**config.mk**
```make
export PLATFORM = sky130hd
export DESIGN_NAME = mc_controller_flat
export DESIGN_NICKNAME = d
export VERILOG_FILES = /design/src/rtl/riscv_pkg.sv /design/src/rtl/mc_controller_if.sv /design/src/rtl/mc_controller_alu_decoder.sv /design/src/rtl/mc_controller.sv /design/src/flat_wrapper.sv
export SDC_FILE = /design/constraint.sdc
export NUM_CORES = 1
export LEC_CHECK = 0
export CORE_ASPECT_RATIO = 1.1
export CORE_MARGIN = 2
export CORE_UTILIZATION = 42
export CTS_CLUSTER_SIZE = 10
export DETAILED_ROUTE_END_ITERATION = 12
export PLACE_DENSITY = 0.84
export SYNTH_ARGS = -nofsm -noshare
export SYNTH_HDL_FRONTEND = slang
export SYNTH_SLANG_ARGS = --single-unit
```
**constraint.sdc**
```tcl
create_clock -name clk -period 3.95 [get_ports clk]
set_input_delay 1.185 -clock clk [delete_from_list [all_inputs] [get_ports clk]]
set_output_delay 1.185 -clock clk [all_outputs]
set_load 0.02 [all_outputs]
```
**src/rtl/riscv_pkg.sv**
```systemverilog
// Shared encodings for the multicycle RV32I control unit: FSM states, opcodes,
// ALU operation codes and datapath mux selects.
package riscv_pkg;

    typedef enum logic [3:0] {
        S_FETCH    = 4'd0,
        S_DECODE   = 4'd1,
        S_MEMADR   = 4'd2,
        S_MEMREAD  = 4'd3,
        S_MEMWB    = 4'd4,
        S_MEMWRITE = 4'd5,
        S_EXECR    = 4'd6,
        S_EXECI    = 4'd7,
        S_ALUWB    = 4'd8,
        S_BEQ      = 4'd9,
        S_JAL      = 4'd10,
        S_HALT     = 4'd11
    } state_t;

    typedef enum logic [1:0] {
        ALUOP_ADD   = 2'b00,
        ALUOP_SUB   = 2'b01,
        ALUOP_FUNCT = 2'b10
    } aluop_t;

    localparam logic [6:0] OP_LW  = 7'd3;
    localparam logic [6:0] OP_SW  = 7'd35;
    localparam logic [6:0] OP_R   = 7'd51;
    localparam logic [6:0] OP_I   = 7'd19;
    localparam logic [6:0] OP_BEQ = 7'd99;
    localparam logic [6:0] OP_JAL = 7'd111;

    localparam logic [2:0] ALU_ADD = 3'b000;
    localparam logic [2:0] ALU_SUB = 3'b001;
    localparam logic [2:0] ALU_OR  = 3'b010;
    localparam logic [2:0] ALU_AND = 3'b011;
    localparam logic [2:0] ALU_SLT = 3'b101;

    localparam logic [1:0] SRCA_PC    = 2'b00;
    localparam logic [1:0] SRCA_OLDPC = 2'b01;
    localparam logic [1:0] SRCA_RS1   = 2'b10;

    localparam logic [1:0] SRCB_RS2  = 2'b00;
    localparam logic [1:0] SRCB_IMM  = 2'b01;
    localparam logic [1:0] SRCB_FOUR = 2'b10;

    localparam logic [1:0] RES_ALUOUT    = 2'b00;
    localparam logic [1:0] RES_DATA      = 2'b01;
    localparam logic [1:0] RES_ALURESULT = 2'b10;

    localparam logic [1:0] IMM_I = 2'b00;
    localparam logic [1:0] IMM_S = 2'b01;
    localparam logic [1:0] IMM_B = 2'b10;
    localparam logic [1:0] IMM_J = 2'b11;

    function automatic logic [1:0] imm_sel(input logic [6:0] op);
        case (op)
            OP_SW:   return IMM_S;
            OP_BEQ:  return IMM_B;
            OP_JAL:  return IMM_J;
            default: return IMM_I;
        endcase
    endfunction

endpackage

```
**src/rtl/mc_controller_if.sv**
```systemverilog
// Instruction fields, status flags and datapath control lines between the
// control unit (master) and the datapath (slave).
interface mc_controller_if;
    logic [6:0] op;
    logic [2:0] funct3;
    logic       funct7b5;
    logic       Zero;
    logic       mem_ready;

    logic       PCWrite;
    logic       AdrSrc;
    logic       MemWrite;
    logic       IRWrite;
    logic [1:0] ResultSrc;
    logic [2:0] ALUControl;
    logic [1:0] ALUSrcA;
    logic [1:0] ALUSrcB;
    logic [1:0] ImmSrc;
    logic       RegWrite;
    logic       halted;

    modport master (
        input  op, funct3, funct7b5, Zero, mem_ready,
        output PCWrite, AdrSrc, MemWrite, IRWrite, ResultSrc, ALUControl,
               ALUSrcA, ALUSrcB, ImmSrc, RegWrite, halted
    );

    modport slave (
        output op, funct3, funct7b5, Zero, mem_ready,
        input  PCWrite, AdrSrc, MemWrite, IRWrite, ResultSrc, ALUControl,
               ALUSrcA, ALUSrcB, ImmSrc, RegWrite, halted
    );
endinterface

```
**src/rtl/mc_controller_alu_decoder.sv**
```systemverilog
// Maps the FSM's ALUOp plus instruction funct fields onto an ALU operation.
module alu_decoder
    import riscv_pkg::*;
(
    input  aluop_t     aluop_i,
    input  logic [2:0] funct3_i,
    input  logic       op5_i,
    input  logic       funct7b5_i,
    output logic [2:0] alu_control_o
);

    always_comb begin
        alu_control_o = ALU_ADD;
        case (aluop_i)
            ALUOP_ADD: alu_control_o = ALU_ADD;
            ALUOP_SUB: alu_control_o = ALU_SUB;
            ALUOP_FUNCT: begin
                case (funct3_i)
                    // funct7b5 only means sub for R-type; addi immediates may set it
                    3'b000:  alu_control_o = (op5_i && funct7b5_i) ? ALU_SUB : ALU_ADD;
                    3'b010:  alu_control_o = ALU_SLT;
                    3'b110:  alu_control_o = ALU_OR;
                    3'b111:  alu_control_o = ALU_AND;
                    default: alu_control_o = ALU_ADD;
                endcase
            end
            default: alu_control_o = ALU_ADD;
        endcase
    end

endmodule

```
**src/rtl/mc_controller.sv**
```systemverilog
// Moore control FSM for the multicycle RV32I core; sequences fetch, decode,
// execute, memory and writeback over the shared datapath.
module mc_controller
    import riscv_pkg::*;
#(
    parameter state_t RESET_STATE = S_FETCH
) (
    input  logic          clk,
    input  logic          reset,
    mc_controller_if.master bus
);

    state_t state_q, state_d;
    aluop_t aluop;
    logic   pc_write, mem_write, ir_write, reg_write, halt;

    always_ff @(posedge clk or posedge reset) begin
        if (reset) state_q <= RESET_STATE;
        else       state_q <= state_d;
    end

    always_comb begin
        state_d           = state_q;
        aluop             = ALUOP_ADD;
        pc_write          = 1'b0;
        mem_write         = 1'b0;
        ir_write          = 1'b0;
        reg_write         = 1'b0;
        halt              = 1'b0;
        bus.AdrSrc        = 1'b0;
        bus.ResultSrc     = RES_ALUOUT;
        bus.ALUSrcA       = SRCA_PC;
        bus.ALUSrcB       = SRCB_RS2;

        case (state_q)
            S_FETCH: begin
                bus.ALUSrcB   = SRCB_FOUR;
                bus.ResultSrc = RES_ALURESULT;
                ir_write      = bus.mem_ready;
                pc_write      = bus.mem_ready;
                if (bus.mem_ready) state_d = S_DECODE;
            end
            S_DECODE: begin
                bus.ALUSrcA = SRCA_OLDPC;
                bus.ALUSrcB = SRCB_IMM;
                case (bus.op)
                    OP_LW, OP_SW: state_d = S_MEMADR;
                    OP_R:         state_d = S_EXECR;
                    OP_I:         state_d = S_EXECI;
                    OP_BEQ:       state_d = S_BEQ;
                    OP_JAL:       state_d = S_JAL;
                    default:      state_d = S_HALT;
                endcase
            end
            S_MEMADR: begin
                bus.ALUSrcA = SRCA_RS1;
                bus.ALUSrcB = SRCB_IMM;
                state_d     = (bus.op == OP_LW) ? S_MEMREAD : S_MEMWRITE;
            end
            S_MEMREAD: begin
                bus.AdrSrc = 1'b1;
                if (bus.mem_ready) state_d = S_MEMWB;
            end
            S_MEMWB: begin
                bus.ResultSrc = RES_DATA;
                reg_write     = 1'b1;
                state_d       = S_FETCH;
            end
            S_MEMWRITE: begin
                bus.AdrSrc = 1'b1;
                mem_write  = 1'b1;
                if (bus.mem_ready) state_d = S_FETCH;
            end
            S_EXECR: begin
                bus.ALUSrcA = SRCA_RS1;
                aluop       = ALUOP_FUNCT;
                state_d     = S_ALUWB;
            end
            S_EXECI: begin
                bus.ALUSrcA = SRCA_RS1;
                bus.ALUSrcB = SRCB_IMM;
                aluop       = ALUOP_FUNCT;
                state_d     = S_ALUWB;
            end
            S_ALUWB: begin
                reg_write = 1'b1;
                state_d   = S_FETCH;
            end
            S_BEQ: begin
                bus.ALUSrcA = SRCA_RS1;
                aluop       = ALUOP_SUB;
                pc_write    = bus.Zero;
                state_d     = S_FETCH;
            end
            S_JAL: begin
                bus.ALUSrcA = SRCA_OLDPC;
                bus.ALUSrcB = SRCB_FOUR;
                pc_write    = 1'b1;
                state_d     = S_ALUWB;
            end
            S_HALT: begin
                halt    = 1'b1;
                state_d = S_HALT;
            end
            default: state_d = S_FETCH;
        endcase
    end

    // Enables are masked while reset is held so nothing commits during reset
    assign bus.PCWrite  = pc_write  & ~reset;
    assign bus.MemWrite = mem_write & ~reset;
    assign bus.IRWrite  = ir_write  & ~reset;
    assign bus.RegWrite = reg_write & ~reset;
    assign bus.halted   = halt      & ~reset;
    assign bus.ImmSrc   = imm_sel(bus.op);

    alu_decoder u_alu_decoder (
        .aluop_i       (aluop),
        .funct3_i      (bus.funct3),
        .op5_i         (bus.op[5]),
        .funct7b5_i    (bus.funct7b5),
        .alu_control_o (bus.ALUControl)
    );

endmodule

```
**src/flat_wrapper.sv**
```systemverilog
// flat-port wrapper written by rule: the top's interface ports become plain ports
module mc_controller_flat import riscv_pkg::*;
#(
    parameter state_t RESET_STATE = S_FETCH
)
  (clk, reset, bus_op, bus_funct3, bus_funct7b5, bus_Zero, bus_mem_ready, bus_PCWrite, bus_AdrSrc, bus_MemWrite, bus_IRWrite, bus_ResultSrc, bus_ALUControl, bus_ALUSrcA, bus_ALUSrcB, bus_ImmSrc, bus_RegWrite, bus_halted);
  mc_controller_if bus_i ();
  input  logic clk;
  input  logic reset;
  input wire logic [$bits(bus_i.op)-1:0] bus_op;
  input wire logic [$bits(bus_i.funct3)-1:0] bus_funct3;
  input wire logic [$bits(bus_i.funct7b5)-1:0] bus_funct7b5;
  input wire logic [$bits(bus_i.Zero)-1:0] bus_Zero;
  input wire logic [$bits(bus_i.mem_ready)-1:0] bus_mem_ready;
  output wire logic [$bits(bus_i.PCWrite)-1:0] bus_PCWrite;
  output wire logic [$bits(bus_i.AdrSrc)-1:0] bus_AdrSrc;
  output wire logic [$bits(bus_i.MemWrite)-1:0] bus_MemWrite;
  output wire logic [$bits(bus_i.IRWrite)-1:0] bus_IRWrite;
  output wire logic [$bits(bus_i.ResultSrc)-1:0] bus_ResultSrc;
  output wire logic [$bits(bus_i.ALUControl)-1:0] bus_ALUControl;
  output wire logic [$bits(bus_i.ALUSrcA)-1:0] bus_ALUSrcA;
  output wire logic [$bits(bus_i.ALUSrcB)-1:0] bus_ALUSrcB;
  output wire logic [$bits(bus_i.ImmSrc)-1:0] bus_ImmSrc;
  output wire logic [$bits(bus_i.RegWrite)-1:0] bus_RegWrite;
  output wire logic [$bits(bus_i.halted)-1:0] bus_halted;
  assign bus_i.op = bus_op;
  assign bus_i.funct3 = bus_funct3;
  assign bus_i.funct7b5 = bus_funct7b5;
  assign bus_i.Zero = bus_Zero;
  assign bus_i.mem_ready = bus_mem_ready;
  assign bus_PCWrite = bus_i.PCWrite;
  assign bus_AdrSrc = bus_i.AdrSrc;
  assign bus_MemWrite = bus_i.MemWrite;
  assign bus_IRWrite = bus_i.IRWrite;
  assign bus_ResultSrc = bus_i.ResultSrc;
  assign bus_ALUControl = bus_i.ALUControl;
  assign bus_ALUSrcA = bus_i.ALUSrcA;
  assign bus_ALUSrcB = bus_i.ALUSrcB;
  assign bus_ImmSrc = bus_i.ImmSrc;
  assign bus_RegWrite = bus_i.RegWrite;
  assign bus_halted = bus_i.halted;
  mc_controller #(.RESET_STATE(RESET_STATE)) u_core (.clk(clk), .reset(reset), .bus(bus_i));
endmodule
```
==> impl_metrics.yaml, run 1 <==
run_status:
  outcome: "finished clean"
synth:
  yosys.area_share.simple_pct: 40.2
  synth_fa_ha_area_share_pct: 4.02
  synth_xor_area_share_pct: 5.63
  synth-edff-count: 0
  ys_warn_count: 0
  ys_ff_latch: 4
  synth_compound_area_share_pct: 25.2
  synth.yosys.seq_area_share_pct: 16.1
  yosysTopAreaCell: "dfrtp_1"
  synthTopCellsByCount: "nor2_1, inv_1, nand2_1, nor3_1, a31oi_1"
  synth.distinct_cells: 30
  synth_area_leaders: "dfrtp_1, nor2_1, a31oi_1"
  synth_top_area_share_pct: 16.1
  synthMuxAreaShare_pct: 0
  synth_flop_cell: "dfrtp_1"
  synth_area_sq_um: 622
  synth_nets: 111
  synth_top_family_by_area: "simple AND/OR/NAND/NOR gates"
  syn_inst: 94
  syn_area_per_cell_sq_um: 6.62
  ys_async_sr_fraction_pct: 100
  post-synth-top-count-cell: "nor2_1"
cts:
  cts_max_level: 1
  clock-sinks: 4
  clockBufferDepth: 2
  postCtsSetupRepairBufs: 0
  clock_latency_ns: 0.24
  path_clk_slew_ns: 0.04
  cts_tree: "yes"
  cts_buffers: 3
  cts_root_buf: "clkbuf_4"
  hold_buffers: 0
  cts-resized-gates: 6
setup_path:
  ff2ff_setup_slack_ns: 2.35
  startpoint: "bus_op[0]"
  critPathMaxFanout: 2
  cp_data_arrival_time_ns: 2.63
  r2r_cells: 5
  r2r_start: "u_core.state_q[3]"
  crit_chain: "clkdlybuf4s50_1 -> nand2_1 -> or4_4 -> a211oi_1 -> buf_2"
  critPathTopFamily: "buffers and inverters"
  cp.required_ns: 2.76
  cp-end-kind: "primary output"
  critPathLaunchType: "input pin"
  slowest_stage: "clkdlybuf4s50_1"
  cp_num_buf_inv: 2
  r2r_end: "u_core.state_q[1]"
  path_class: "in2out"
  max_stage_delay_ns: 0.48
routing:
  dr.pass1.iters: 4
  wl_per_cell_um: 13.8
  finalWirelength_mm: 2.15
  avgViaCountPerCell: 5.91
  vias: 916
  postRouteAntennaNets: 0
  drcViolationCount: 0
  drtIter0Drc: 38
cells_and_area:
  fillers: 126
  seqCellArea_sq_um: 100
  largest_register_ffs: 4
  syn2layout_area_growth_pct: 71.2
  design_area_sq_um: 1060
  final_nets: 158
  multi_input_area_sq_um: 467
  reg_top3: "u_core.state_q x4"
  layout-drive-gt1-share_pct: 15.8
  antennaDiodeCount: 0
  stdcell_count: 155
  top_register: "u_core.state_q"
floorplan:
  fp.coreArea_sq_um: 1380
  die_w_um: 40.7
  start_util_pct: 44.9
  dieArea_sq_um: 1800
  io_pins: 32
  die_h_um: 44.4
  rows: 14
power:
  vdd_drop_max_uv: 336
  power_density_nw_per_um2: 571
  power_leakage_nw: 0.481
timing:
  setup_viol: 0
  slew_viol_final: 0
  final.setup.tns_ns: 0
  fin_crit_sh_pct: 96.5
  fin_skew_ns: 0.00668
  hold_slack_ns: 0.580
  hold_viol: 0
  fmax_mhz: 262
  timing.final.crit_period_ns: 3.81
  worst_pin_slew_ns: 0.562
  rsz0062_at_grt: "false"
  slew_headroom_pct: 62.2
placed_design:
  dpl-instance-area_sq_um: 1050
  port_buffers: 31
  hpwlAfterDp_mm: 1.58
  gp_congestion: 0.888
  dp.cells: 152
min_path:
  min_from: "u_core.state_q[1]"
  hp-class: "reg2reg"
  worstHoldPathCells: 2
  holdPathEnd: "u_core.state_q[3]"
grt:
  grt_max_degree: 17
  antenna_found_initial: 0
  grt-ovfl-total: 0
  grt_pass1_wl_mm: 3.53
  first_global_vias: 868
  grt_util_all_layers_pct: 28.4
run:
  drv_cap: 0
metrics by stage:
step,utilization (%),power [mW],setup slack [ns]
2_1_floorplan,-,0.368,0.469
3_3_place_gp,75.7,0.542,-0.243
3_5_place_dp,75.7,0.550,-0.300
4_1_cts,77.2,0.605,0.0242
5_1_grt,76.9,0.654,0.0582
6_report,76.9,0.608,0.138
cells by family after synthesis:
group	Yosys count
compound gates	24
flops	4
buf+inv	13
fa+ha+maj	2
xor+xnor	4
simple gates	47
power breakdown:
part | switching [mW] | internal, mW | total (mW)
clock | 0.0174 | 0.0340 | 0.0514
combinational | 0.272 | 0.214 | 0.486
sequential | 0.0122 | 0.0581 | 0.0703
layout make-up:
cell class                      instances  share of cell area [%]
Clock buffer                            3                    2.12
Multi-Input combinational cell         77                    43.8
Sequential cell                         4                    9.40
Tap cell                               16                    1.88
Timing Repair Buffer                   47                    40.0
Inverter                                8                    2.82
placed cells by master, fill, tap and decap left out, types with 3 or more instances in the layout:
cell type and instances:
nand2_1 7, nand3_1 4, nand2b_1 3, a21oi_1 5, dfrtp_1 4, nor3_1 7
nor4_1 4, clkbuf_4 3, xnor2_1 3, a31oi_1 6, o21ai_0 4, inv_1 8
nor2_1 11, clkdlybuf4s50_1 27, and3_1 4, buf_4 16
layer usage:
metal	vias to the layer above	track usage, %	wire length, um
li1	440	-	-
met1	400	29.3	762
met2	64	51.4	1100
met3	12	3.52	199
met4	0	16.7	81
met5	-	0	0
how the worst max path moves through the flow:
stage / end / slack, ns / depth (start not counted)
after floorplan: bus_ImmSrc[0] / 0.47 / 2
after CTS: bus_PCWrite / 0.02 / 6
after global placement: bus_ImmSrc[0] / -0.24 / 4
after detailed placement: bus_ImmSrc[0] / -0.30 / 5
final: bus_ImmSrc[0] / 0.14 / 5
after global routing: bus_ALUControl[2] / 0.06 / 4
tightest hold or removal path, stage by stage, from the launching register on:
cell     delay (ns)
dfrtp_1        0.33
inv_1          0.09
o22ai_1        0.11
No activity file was read; power rests on OpenSTA's default activity.
==> inputs of run 2 (changes only) <==
- CORE_UTILIZATION: 42 -> 31
- GPL_TIMING_DRIVEN: default -> 0
- PLACE_DENSITY: 0.84 -> 0.65
- SLEW_MARGIN: default -> 20
==> run 2 against run 1 <==
Die area increased by 32%. Global-route usage fell by 9.8 points. Clock skew grew 0.0044 ns. Combinational power down 6.0%. Critical path type unchanged. Clock-buffer cell count unchanged. Maximum frequency shrank 0.88%. Sequential share of layout area rose by 0.67 points. Critical path depth down 1. Setup slack got worse by 0.034 ns.
==> impl_metrics.yaml, run 2 (synthesized netlist as in run 1, its figures left out) <==
power:
  vdd_drop_max_uv: 238
  power_leakage_nw: 0.421
  pwr-share-clk_pct: 9.0
  intPower_mw: 0.289
  switching_share_pct: 51.1
  power_density_nw_per_um2: 596
  seq_power_share_pct: 13.8
  p_sw_mw: 0.303
  p_comb_share_pct: 77.2
timing:
  fin_skew_ns: 0.0111
  timing.final.crit_period_ns: 3.85
  worst_pin_slew_ns: 0.625
  fin_crit_sh_pct: 97.4
  rsz0062_at_grt: "false"
  slew_viol_final: 0
  setup_slack_ns: 0.105
  fmax_mhz: 260
  hold_viol: 0
  slew_headroom_pct: 57.9
  setup_viol: 0
floorplan:
  io_pins: 32
  dieArea_sq_um: 2380
  fp.coreArea_sq_um: 1960
  start_util_pct: 31.8
  rows: 17
  die_h_um: 51.0
  die_w_um: 46.7
cts:
  hold_buffers: 0
  clock_latency_ns: 0.25
  clockBufferDepth: 2
  cts_root_buf: "clkbuf_4"
  path_clk_slew_ns: 0.04
  cts_max_level: 1
  cts_tree: "yes"
  cts_buffers: 3
  clock-sinks: 4
setup_path:
  cp.required_ns: 2.76
  r2r_cells: 5
  endpoint: "bus_ImmSrc[0]"
  r2r_end: "u_core.state_q[1]"
  critPathMaxFanout: 5
  r2r_start: "u_core.state_q[3]"
  cp_data_arrival_time_ns: 2.66
  ff2ff_setup_slack_ns: 2.45
  critPathLaunchType: "input pin"
  path_class: "in2out"
  startpoint: "bus_op[3]"
  cp-end-kind: "primary output"
placed_design:
  gp_congestion: 0.850
  port_buffers: 31
  dp_worst_setup_slack_ns: -0.367
  hpwlAfterDp_mm: 1.54
cells_and_area:
  reg_top3: "u_core.state_q x4"
  final_nets: 148
  final_util_pct: 50.8
  top_register: "u_core.state_q"
  final_common_cell: "clkdlybuf4s50_1"
  layout-drive-gt1-share_pct: 10.1
  largest_register_ffs: 4
  seqCellArea_sq_um: 100
  multi_input_area_sq_um: 472
  fillers: 214
  mostFrequentLayoutCells: "clkdlybuf4s50_1, nor2_1, inv_1"
  antennaDiodeCount: 0
  syn2layout_area_growth_pct: 59.8
run:
  drv_cap: 0
routing:
  avgViaCountPerCell: 5.47
  dr.pass1.iters: 4
  finalWirelength_mm: 1.98
  vias: 859
  wl_met3_um: 185
  drcViolationCount: 0
  highest_layer: "met4"
  postRouteAntennaNets: 0
  drtIter0Drc: 37
  wl_per_cell_um: 12.6
  wl_met1_um: 816
  met2WireLength_um: 947
grt:
  antenna_found_initial: 0
  first_global_vias: 760
  grt_pass1_wl_mm: 3.25
  grt_util_all_layers_pct: 18.6
  grt-ovfl-total: 0
  grt_max_degree: 11
min_path:
  hp-class: "reg2reg"
run_status:
  outcome: "finished clean"
[run 2: cell types whose count changed in the layout (fill, tap and decap cells not counted), sizes merged]
cell,previous run,this run
dlymetal6s2s,1,0
dlygate4sd2,2,3
buf,17,7
[run 2: final cells by class]
cell class / count / share of cell area (%)
multi-input combinational: 77 / 47.5
inverter: 8 / 3.02
timing repair buffer: 32 / 31.1
buffer: 5 / 2.52
tap: 28 / 3.53
clock buffer: 3 / 2.27
sequential: 4 / 10.1
[run 2: critical path, cell delays in order]
cell	delay [ns]
clkdlybuf4s50_1	0.49
or4_4	0.61
a211oi_2	0.18
buf_2	0.19
[run 2: power groups by stage]
| stage | Sequential [mW] | Clock (mW) | Combinational, mW |
|---|---|---|---|
| floorplan | 0.0736 | 0 | 0.294 |
| global placement | 0.0804 | 0 | 0.455 |
| detailed placement | 0.0815 | 0 | 0.455 |
| CTS | 0.0811 | 0.0547 | 0.454 |
| global route | 0.0844 | 0.0563 | 0.499 |
| finish | 0.0815 | 0.0533 | 0.457 |
[run 2: what timing repair did]
action	in CTS	in global routing
cloned	0	0
setup buffers	0	1
setup endpoints to repair	4	1
gates resized for setup	8	1
[run 2: metal layers]
layer,track usage (%),vias to the layer above
li1,-,420
met4,5.56,0
met2,31.3,60
met3,3.53,6
met5,0,-
met1,23.5,373
[run 2: worst min path at each step]
stage | start | endpoint | slack, ns | depth (start not counted)
4_1_cts | u_core.state_q[1] | u_core.state_q[3] | 0.70 | 2
3_3_place_gp | u_core.state_q[1] | u_core.state_q[3] | 0.70 | 2
5_1_grt | u_core.state_q[1] | u_core.state_q[3] | 0.75 | 2
2_1_floorplan | u_core.state_q[1] | u_core.state_q[3] | 0.62 | 2
3_5_place_dp | u_core.state_q[1] | u_core.state_q[3] | 0.70 | 2
6_report | u_core.state_q[1] | u_core.state_q[3] | 0.71 | 2
[run 2: stage by stage]
step	setup TNS (ns)	instances	power [mW]	area (sq um)	hold WS [ns]
after floorplan	0	94	0.368	622	0.620
after global placement	-0.480	153	0.535	967	0.698
after detailed placement	-0.447	153	0.536	967	0.704
after CTS	0	156	0.590	981	0.705
after global routing	0	157	0.639	993	0.748
final	0	157	0.592	993	0.708
==> inputs of run 3 (changes only) <==
==> constraint.sdc (replaced) <==
create_clock -name clk -period 3.95 [get_ports clk]
set_input_delay 0.395 -clock clk [delete_from_list [all_inputs] [get_ports clk]]
set_output_delay 0.395 -clock clk [all_outputs]
set_load 0.02 [all_outputs]
==> run 3 against run 2 <==
Clock-buffer cell count did not move. Sequential cell count did not move. Largest cell class unchanged. Die area did not move. Largest power group unchanged. Critical path depth did not move. Combinational power barely moved. Maximum frequency rose by 39%. Register-to-register slack barely moved. Clock skew fell by 0.0016 ns. Clock power fell by 2%. Non-clock buffer count fell by 1. Sequential share of layout area barely moved.
==> impl_metrics.yaml, run 3 (synthesized netlist as in run 1, its figures left out) <==
run:
  drv_cap: 0
routing:
  dr.pass1.iters: 4
  finalWirelength_mm: 1.95
  postRouteAntennaNets: 0
  drcViolationCount: 0
  wl_per_cell_um: 12.5
  avgViaCountPerCell: 5.42
  drtIter0Drc: 45
  vias: 845
power:
  vdd_drop_max_uv: 237
  power_leakage_nw: 0.400
  power_mw: 0.591
  power_density_nw_per_um2: 597
timing:
  fmax_mhz: 362
  worst_pin_slew_ns: 0.603
  final.setup.tns_ns: 0
  setup_viol: 0
  slew_viol_final: 0
  fin_crit_sh_pct: 69.9
  rsz0062_at_grt: "false"
  slew_headroom_pct: 59.5
  hold_viol: 0
  fin_skew_ns: 0.00950
  timing.final.crit_period_ns: 2.76
cells_and_area:
  mostFrequentLayoutCells: "clkdlybuf4s50_1, nor2_1, inv_1"
  reg_top3: "u_core.state_q x4"
  top_register: "u_core.state_q"
  fillers: 214
  syn2layout_area_growth_pct: 59.2
  antennaDiodeCount: 0
  stdcell_count: 156
  largest_register_ffs: 4
  final_util_pct: 50.6
  final_common_cell: "clkdlybuf4s50_1"
  layout-drive-gt1-share_pct: 7.81
  design_area_sq_um: 990
  final_nets: 147
setup_path:
  crit_chain: "clkdlybuf4s50_1 -> or4_4 -> a211oi_1 -> clkdlybuf4s50_1"
  critPathLaunchType: "input pin"
  ff2ff_setup_slack_ns: 2.46
  path_class: "in2out"
  r2r_end: "u_core.state_q[1]"
  critPathTopFamily: "buffers and inverters"
  cp_data_arrival_time_ns: 2.37
  cp.required_ns: 3.56
  max_stage_delay_ns: 0.64
  r2r_start: "u_core.state_q[3]"
  critPathMaxFanout: 5
  cp_num_buf_inv: 2
  cp-end-kind: "primary output"
  r2r_cells: 5
  crit_path_frequent_cell: "clkdlybuf4s50_1"
  slowest_stage: "clkdlybuf4s50_1"
grt:
  grt_pass1_wl_mm: 3.25
  antenna_found_initial: 0
  grt_util_all_layers_pct: 18.6
  grt-ovfl-total: 0
  first_global_vias: 760
  grt_max_degree: 11
cts:
  clock_latency_ns: 0.24
  cts_max_level: 1
  cts_tree: "yes"
  hold_buffers: 0
  clock-sinks: 4
  clockBufferDepth: 2
  postCtsSetupRepairBufs: 0
  cts_root_buf: "clkbuf_4"
  cts_buffers: 3
  cts-resized-gates: 0
  path_clk_slew_ns: 0.04
placed_design:
  port_buffers: 31
  dpl-instance-area_sq_um: 967
  hpwlAfterDp_mm: 1.54
  dp.cells: 153
  gp_congestion: 0.850
run_status:
  outcome: "finished clean"
floorplan:
  dieArea_sq_um: 2380
  die_h_um: 51.0
  rows: 17
  die_w_um: 46.7
  io_pins: 32
  fp.coreArea_sq_um: 1960
  start_util_pct: 31.8
min_path:
  hp-class: "in2async"
run 3: cell count changes in the layout (fill, tap and decap cells not counted), sizes merged:
| cell | change |
|---|---|
| clkdlybuf4s50 | +4 |
| dlygate4sd2 | -3 |
| buf | -2 |
run 3: how the worst max path moves through the flow:
stage	startpoint	endpoint	cells after the start
2_1_floorplan	u_core.state_q[2]	bus_ALUControl[2]	6
3_3_place_gp	bus_op[3]	bus_ImmSrc[0]	4
3_5_place_dp	bus_op[3]	bus_ImmSrc[0]	4
4_1_cts	u_core.state_q[3]	bus_ALUControl[2]	7
5_1_grt	u_core.state_q[2]	bus_ALUControl[2]	7
6_report	bus_op[3]	bus_ImmSrc[0]	4
run 3: power by group:
group	internal [mW]	switching, mW	leakage [nW]	total [mW]
sequential	0.0578	0.0235	0.0517	0.0813
clock	0.0341	0.0184	0.0138	0.0525
combinational	0.200	0.258	0.334	0.457
run 3: worst register-to-register path: cells and delay by family, from the launching register on:
kind | cells | cell delay [ns]
and+or+nand+nor | 1 | 0.50
AOI/OAI and AO/OA | 3 | 0.35
DFF | 1 | 0.34
buffers and inverters | 1 | 0.17
run 3: metal layers:
layer | vias to the layer above | track usage (%) | wire, um
met3 | 2 | 3.53 | 173
met1 | 372 | 23.5 | 814
met4 | 0 | 5.56 | 13
li1 | 417 | - | -
met2 | 54 | 31.3 | 948
met5 | - | 0 | 0
run 3: final cells by class:
cell class | count | area (sq um) | area share [%]
well taps | 28 | 35.0 | 3.54
inverters | 8 | 30.0 | 3.03
repair buffers | 31 | 310 | 31.4
plain buffers | 5 | 25.0 | 2.53
clock buffers | 3 | 22.5 | 2.28
multi-input cells | 77 | 467 | 47.2
flip-flops and latches | 4 | 100 | 10.1
run 3: through the flow:
stage / hold slack (ns) / worst slack [ns]
6_report: 0.491 / 1.19
5_1_grt: 0.541 / 1.03
4_1_cts: 0.504 / 1.18
3_5_place_dp: 0.704 / 1.21
3_3_place_gp: 0.698 / 1.20
2_1_floorplan: 0.166 / 1.77
